<file path="src/rtl/rotary_quad_decoder.sv">
// rotary_quad_decoder: filtered x1 quadrature decoder with modulo-STEPS position,
// home switch, sticky illegal-transition flag and CPU read snapshot.
module rotary_quad_decoder #(
   parameter int STEPS = 12,
   parameter int FILT  = 3
) (
   input  logic       CLK,
   input  logic       nRESET,
   input  logic       CE,
   input  logic       QA,
   input  logic       QB,
   input  logic       nCENTER,
   input  logic       RD,
   output logic [3:0] POS,
   output logic       DU,
   output logic       STEP,
   output logic       WRAP,
   output logic [5:0] RDATA,
   output logic       ERR
);
   localparam logic [3:0] TOP = 4'(STEPS - 1);
   localparam logic [3:0] LIM = 4'(FILT);
   logic       r_qa_s1, r_qa_s2, r_qb_s1, r_qb_s2, r_nc_s1, r_nc_s2;
   logic [1:0] r_cand, r_f;
   logic [3:0] r_cnt, r_pos;
   logic       r_du, r_step, r_wrap, r_err;
   logic [5:0] r_rdata;
   logic [1:0] w_ab;
   logic [3:0] w_cnt_nx;
   logic       w_acc, w_up, w_dn, w_ill, w_center, w_top, w_bot;
   always_comb begin
      w_ab     = {r_qa_s2, r_qb_s2};
      // a sample that differs from the one counted last CE cycle restarts the count at itself
      w_cnt_nx = (w_ab != r_cand) ? 4'd1 : r_cnt + 4'd1;
      w_acc    = CE && (w_ab != r_f) && (w_cnt_nx == LIM);
      w_up     = w_acc && (r_f == 2'b10) && (w_ab == 2'b00);
      w_dn     = w_acc && (r_f == 2'b01) && (w_ab == 2'b00);
      w_ill    = w_acc && ((r_f ^ w_ab) == 2'b11);
      w_center = ~r_nc_s2;
      w_top    = (r_pos == TOP);
      w_bot    = (r_pos == 4'd0);
   end
   always_ff @(posedge CLK or negedge nRESET) begin
      if (!nRESET) begin
         {r_qa_s1, r_qa_s2, r_qb_s1, r_qb_s2, r_nc_s1, r_nc_s2} <= '0;
         r_cand <= '0;
         r_f    <= '0;
         r_cnt  <= '0;
      end else begin
         {r_qa_s1, r_qa_s2} <= {QA, r_qa_s1};
         {r_qb_s1, r_qb_s2} <= {QB, r_qb_s1};
         {r_nc_s1, r_nc_s2} <= {nCENTER, r_nc_s1};
         if (CE) begin
            r_cand <= w_ab;
            r_cnt  <= (w_ab == r_f || w_acc) ? 4'd0 : w_cnt_nx;
            r_f    <= w_acc ? w_ab : r_f;
         end
      end
   end
   always_ff @(posedge CLK or negedge nRESET) begin
      if (!nRESET) begin
         r_pos   <= '0;
         r_du    <= 1'b0;
         r_step  <= 1'b0;
         r_wrap  <= 1'b0;
         r_err   <= 1'b0;
         r_rdata <= '0;
      end else begin
         r_err <= w_ill | (r_err & ~RD);
         if (RD) r_rdata <= {r_err, r_du, r_pos};
         if (w_center) begin
            r_pos  <= '0;
            r_step <= 1'b0;
            r_wrap <= 1'b0;
         end else begin
            r_step <= w_up | w_dn;
            r_wrap <= (w_up && w_top) || (w_dn && w_bot);
            if (w_up) r_pos <= w_top ? 4'd0 : r_pos + 4'd1;
            else if (w_dn) r_pos <= w_bot ? TOP : r_pos - 4'd1;
            if (w_up || w_dn) r_du <= w_dn;
         end
      end
   end
   assign POS   = r_pos;
   assign DU    = r_du;
   assign STEP  = r_step;
   assign WRAP  = r_wrap;
   assign RDATA = r_rdata;
   assign ERR   = r_err;
endmodule

</file>
<file path="config.mk">
export PLATFORM = sky130hd
export DESIGN_NAME = rotary_quad_decoder
export DESIGN_NICKNAME = d
export VERILOG_FILES = /design/src/rtl/rotary_quad_decoder.sv
export SDC_FILE = /design/constraint.sdc
export NUM_CORES = 1
export LEC_CHECK = 0
export ABC_AREA = 1
export BUFFER_PORTS_ARGS = -buffer_cell sky130_fd_sc_hd__buf_2
export CORE_MARGIN = 8
export CORE_UTILIZATION = 40
export CTS_CLUSTER_DIAMETER = 120
export DETAILED_ROUTE_END_ITERATION = 7
export GPL_TIMING_DRIVEN = 1
export PLACE_DENSITY = 0.61
export SLEW_MARGIN = 10
export SYNTH_ARGS = -nofsm -noshare
export SYNTH_HDL_FRONTEND = slang
export SYNTH_SLANG_ARGS = --single-unit
export TNS_END_PERCENT = 20
</file>
<file path="constraint.sdc">
create_clock -name CLK -period 2.7 [get_ports CLK]
set_clock_uncertainty 0.05 [all_clocks]
set_input_delay 0.405 -clock CLK [delete_from_list [all_inputs] [get_ports CLK]]
set_output_delay 0.405 -clock CLK [all_outputs]
set_load 0.01 [all_outputs]
</file>
==> metrics.txt <==
status finished clean; Critical Path Stages 9; most common cell in the netlist nand2_1; port bufs 20; CP max stage cell dfrtp_1; core area 3337 µm²; clk root buf clkbuf_4; worst min path class primary input to async pin; # IOs 21; worst-margin pin slew 0.6158 ns; post-synthesis sequential area ratio 0.5013; CP top delay family simple AND/OR/NAND/NOR gates; n_diodes 0; Critical path origin r_cnt[0]$_DFFE_PN0P_; Reg2Reg Depth 9; clock share of power 0.294; DP Worst Slack 1.008 ns; switching share of total power 0.2895; CTS Buf Count 3; Worst R2R End DU$_DFFE_PN0P_; Final Wtd Congestion between 0.8 and 0.9; wire per inst 12.68 µm; arrival time at the worst endpoint 1.90 ns; Async SR Flop Fraction 1.000; post-detail-place hpwl 2.247 mm; Worst Path Max Fanout 8; CTS resizes 0; Final period util 0.6409; Synth top area share 0.5013; internal power contribution approximately 0.00066 W; Post-synth top flop dfrtp_1; Iter 0 DRT Violations 71; CTS tree done; number of clock sinks 28; final core utilization 0.4792; r2r setup slk between 0.9 and 1 ns; worst-path cell chain ha_1 > nand2_1 > nand2_1 > nand3_2 > nand2_2 > nor2_8 > o211ai_2 > nor2_4 > o21ai_1; vias 1163; Die Span X 75.11 µm; Worst path max stage delay between 0.4 and 0.5 ns; post-synth top area cell dfrtp_1; Final Setup Violations 0; ANT nets after route 0; hold buffers post-CTS 0; Tmin final about 1.7 ns; number of core rows 21; RSZ-0062 raised after global routing false; Worst-path clk slew 0.15 ns; initial antenna violation count 0; PnR Total Power between 0.0009 and 0.001 W; Comb pwr share 0.184; Yosys reg bits 28; share of power burned in registers 0.522; post-CTS setup buffer count 0; worst r2r src r_cnt[0]$_DFFE_PN0P_; Clock Latency Late Sink 0.33 ns; Synth area leaders dfrtp_1, nand2_1, nand3_1, inv_1, o21ai_1; # fillers about 360; Die ar. about 5600 µm²; first-pass GRT wire length 5.043 mm; Max IR drop VDD 0.0002591 V; Slew Limit Fails 0; EDFF count, synth 0; Overall Global Routing Usage 0.1158; hold slack between 0.01 and 0.015 ns; DRT Wirelength 2.954 mm; largest net degree at the start of global routing 29; switching power of the nets 0.0002683 W; startpoint types register; Post-Syn Area 1398 µm²; Synth cell types 25; vias per inst 4.991; H-tree depth 1; Synth Area per Inst 8.470 µm²; Initial Util 0.4188; Crit. End Element register; Worst EP required between 2 and 3 ns; clock tree buffer depth 2; layout cell share with drive strength beyond 1 0.2353; crit path kind register to register; PwrDens about 580 nW/µm²; Synth Instances 165; Pleak approximately 0.8 nW; max_slew headroom 0.5894; grt ovf 0; drt drc 0; vias in the first global route 1144; Setup TNS Final 0 ns; Final Hold Vio Count 0; WP buf/inv 0; most frequent cells after synthesis nand2_1, dfrtp_1, inv_1; Final WS setup 0.9696 ns; Fmax about 0.58 GHz; Area growth, synth to finish 14.41%; Net Count, Synth 175; Warnings, synthesis 0; DRT Pass-1 Iters 4; max-cap viol count 0; Final nets 198; Top cell by count, worst path nand2_1; DIE HEIGHT around 75 µm
-- final cells by class --
class | instances | area [µm²] | area share
clock buffers | 3 | 22.52 | 0.01408
multi-input cells | 112 | 601.8 | 0.3764
clock inverters | 1 | 30.03 | 0.01878
repair buffers | 20 | 100.1 | 0.06260
well taps | 46 | 57.56 | 0.03599
inverters | 23 | 86.33 | 0.05399
flip-flops and latches | 28 | 700.7 | 0.4382
-- how the worst max path moves through the flow --
| stage | endpoint | slack (ns) |
|---|---|---|
| after detailed placement | WRAP$_DFF_PN0_ | 1.01 |
| final | DU$_DFFE_PN0P_ | 0.97 |
| after CTS | DU$_DFFE_PN0P_ | 0.96 |
| after floorplan | DU$_DFFE_PN0P_ | 1.18 |
| after global routing | POS[0]$_DFFE_PN0P_ | 0.81 |
| after global placement | WRAP$_DFF_PN0_ | 1.06 |
-- power groups by stage --
stage | Clock [W] | Combinational [W] | Sequential, W
floorplan | 0 | 0.000127 | 0.000487
global route | 0.000301 | 0.000196 | 0.000489
finish | 0.000272 | 0.000171 | 0.000483
global placement | 0 | 0.000169 | 0.000489
detailed placement | 0 | 0.000173 | 0.000491
CTS | 0.000286 | 0.000174 | 0.000483
-- per-stage QoR --
stage | cells | area [µm²]
3_3_place_gp | 229 | 1546
6_report | 233 | 1599
3_5_place_dp | 229 | 1546
2_1_floorplan | 165 | 1398
5_1_grt | 233 | 1599
4_1_cts | 233 | 1599
-- sequential cells by signal, summed over array words and instances, names as in the netlist, 2 cells and up --
name / cells
POS: 4
RDATA: 6
r_cand: 2
r_cnt: 4
r_f: 2
-- kinds of logic after synthesis --
| group | count (synthesis) | share of synthesized area |
|---|---|---|
| simple gates | 88 | 0.3142 |
| flops | 28 | 0.5013 |
| buf+inv | 25 | 0.06804 |
| compound gates | 20 | 0.08326 |
| fa+ha+maj | 3 | 0.02686 |
| xor+xnor | 1 | 0.006268 |
-- cells in the final DEF (no fill, tap or decap) --
cell       netlist  final
nand2_2          5      5
xnor2_1          1      1
clkbuf_4         0      3
nor4_1           1      1
o21ai_0          3      3
nand2_1         52     52
buf_2            1     20
o31ai_1          1      1
nor2_2           1      1
nand4_1          6      6
nand3_2          3      3
o211ai_2         1      1
o32ai_1          1      1
o21ai_1         10     10
inv_2            7      7
o22ai_1          2      2
a21oi_1          2      2
bufinv_16        0      1
or2_0            1      1
ha_1             3      3
dfrtp_1         28     28
nand3_1         12     12
nor2_4           1      1
nor2_8           2      2
inv_1           16     16
nor2_1           4      4
-- worst register-to-register path: cells and delay by family, from the launching register on --
family,cells,cell delay [ns]
AND/OR/NAND/NOR,6,0.64
AO/OA/AOI/OAI,2,0.27
adder cells (fa/ha/maj),1,0.23
flip-flops,1,0.45
-- metal layers --
| metal | vias to the layer above | global-route usage | share of wire |
|---|---|---|---|
| met3 | 4 | 0.02264 | 0.052 |
| met1 | 555 | 0.1430 | 0.46 |
| met4 | 0 | 0.04565 | 0.012 |
| met5 | - | 0 | 0 |
| met2 | 26 | 0.1919 | 0.47 |
| li1 | 578 | - | - |
Note: power is estimated with default switching activity, not from simulation.
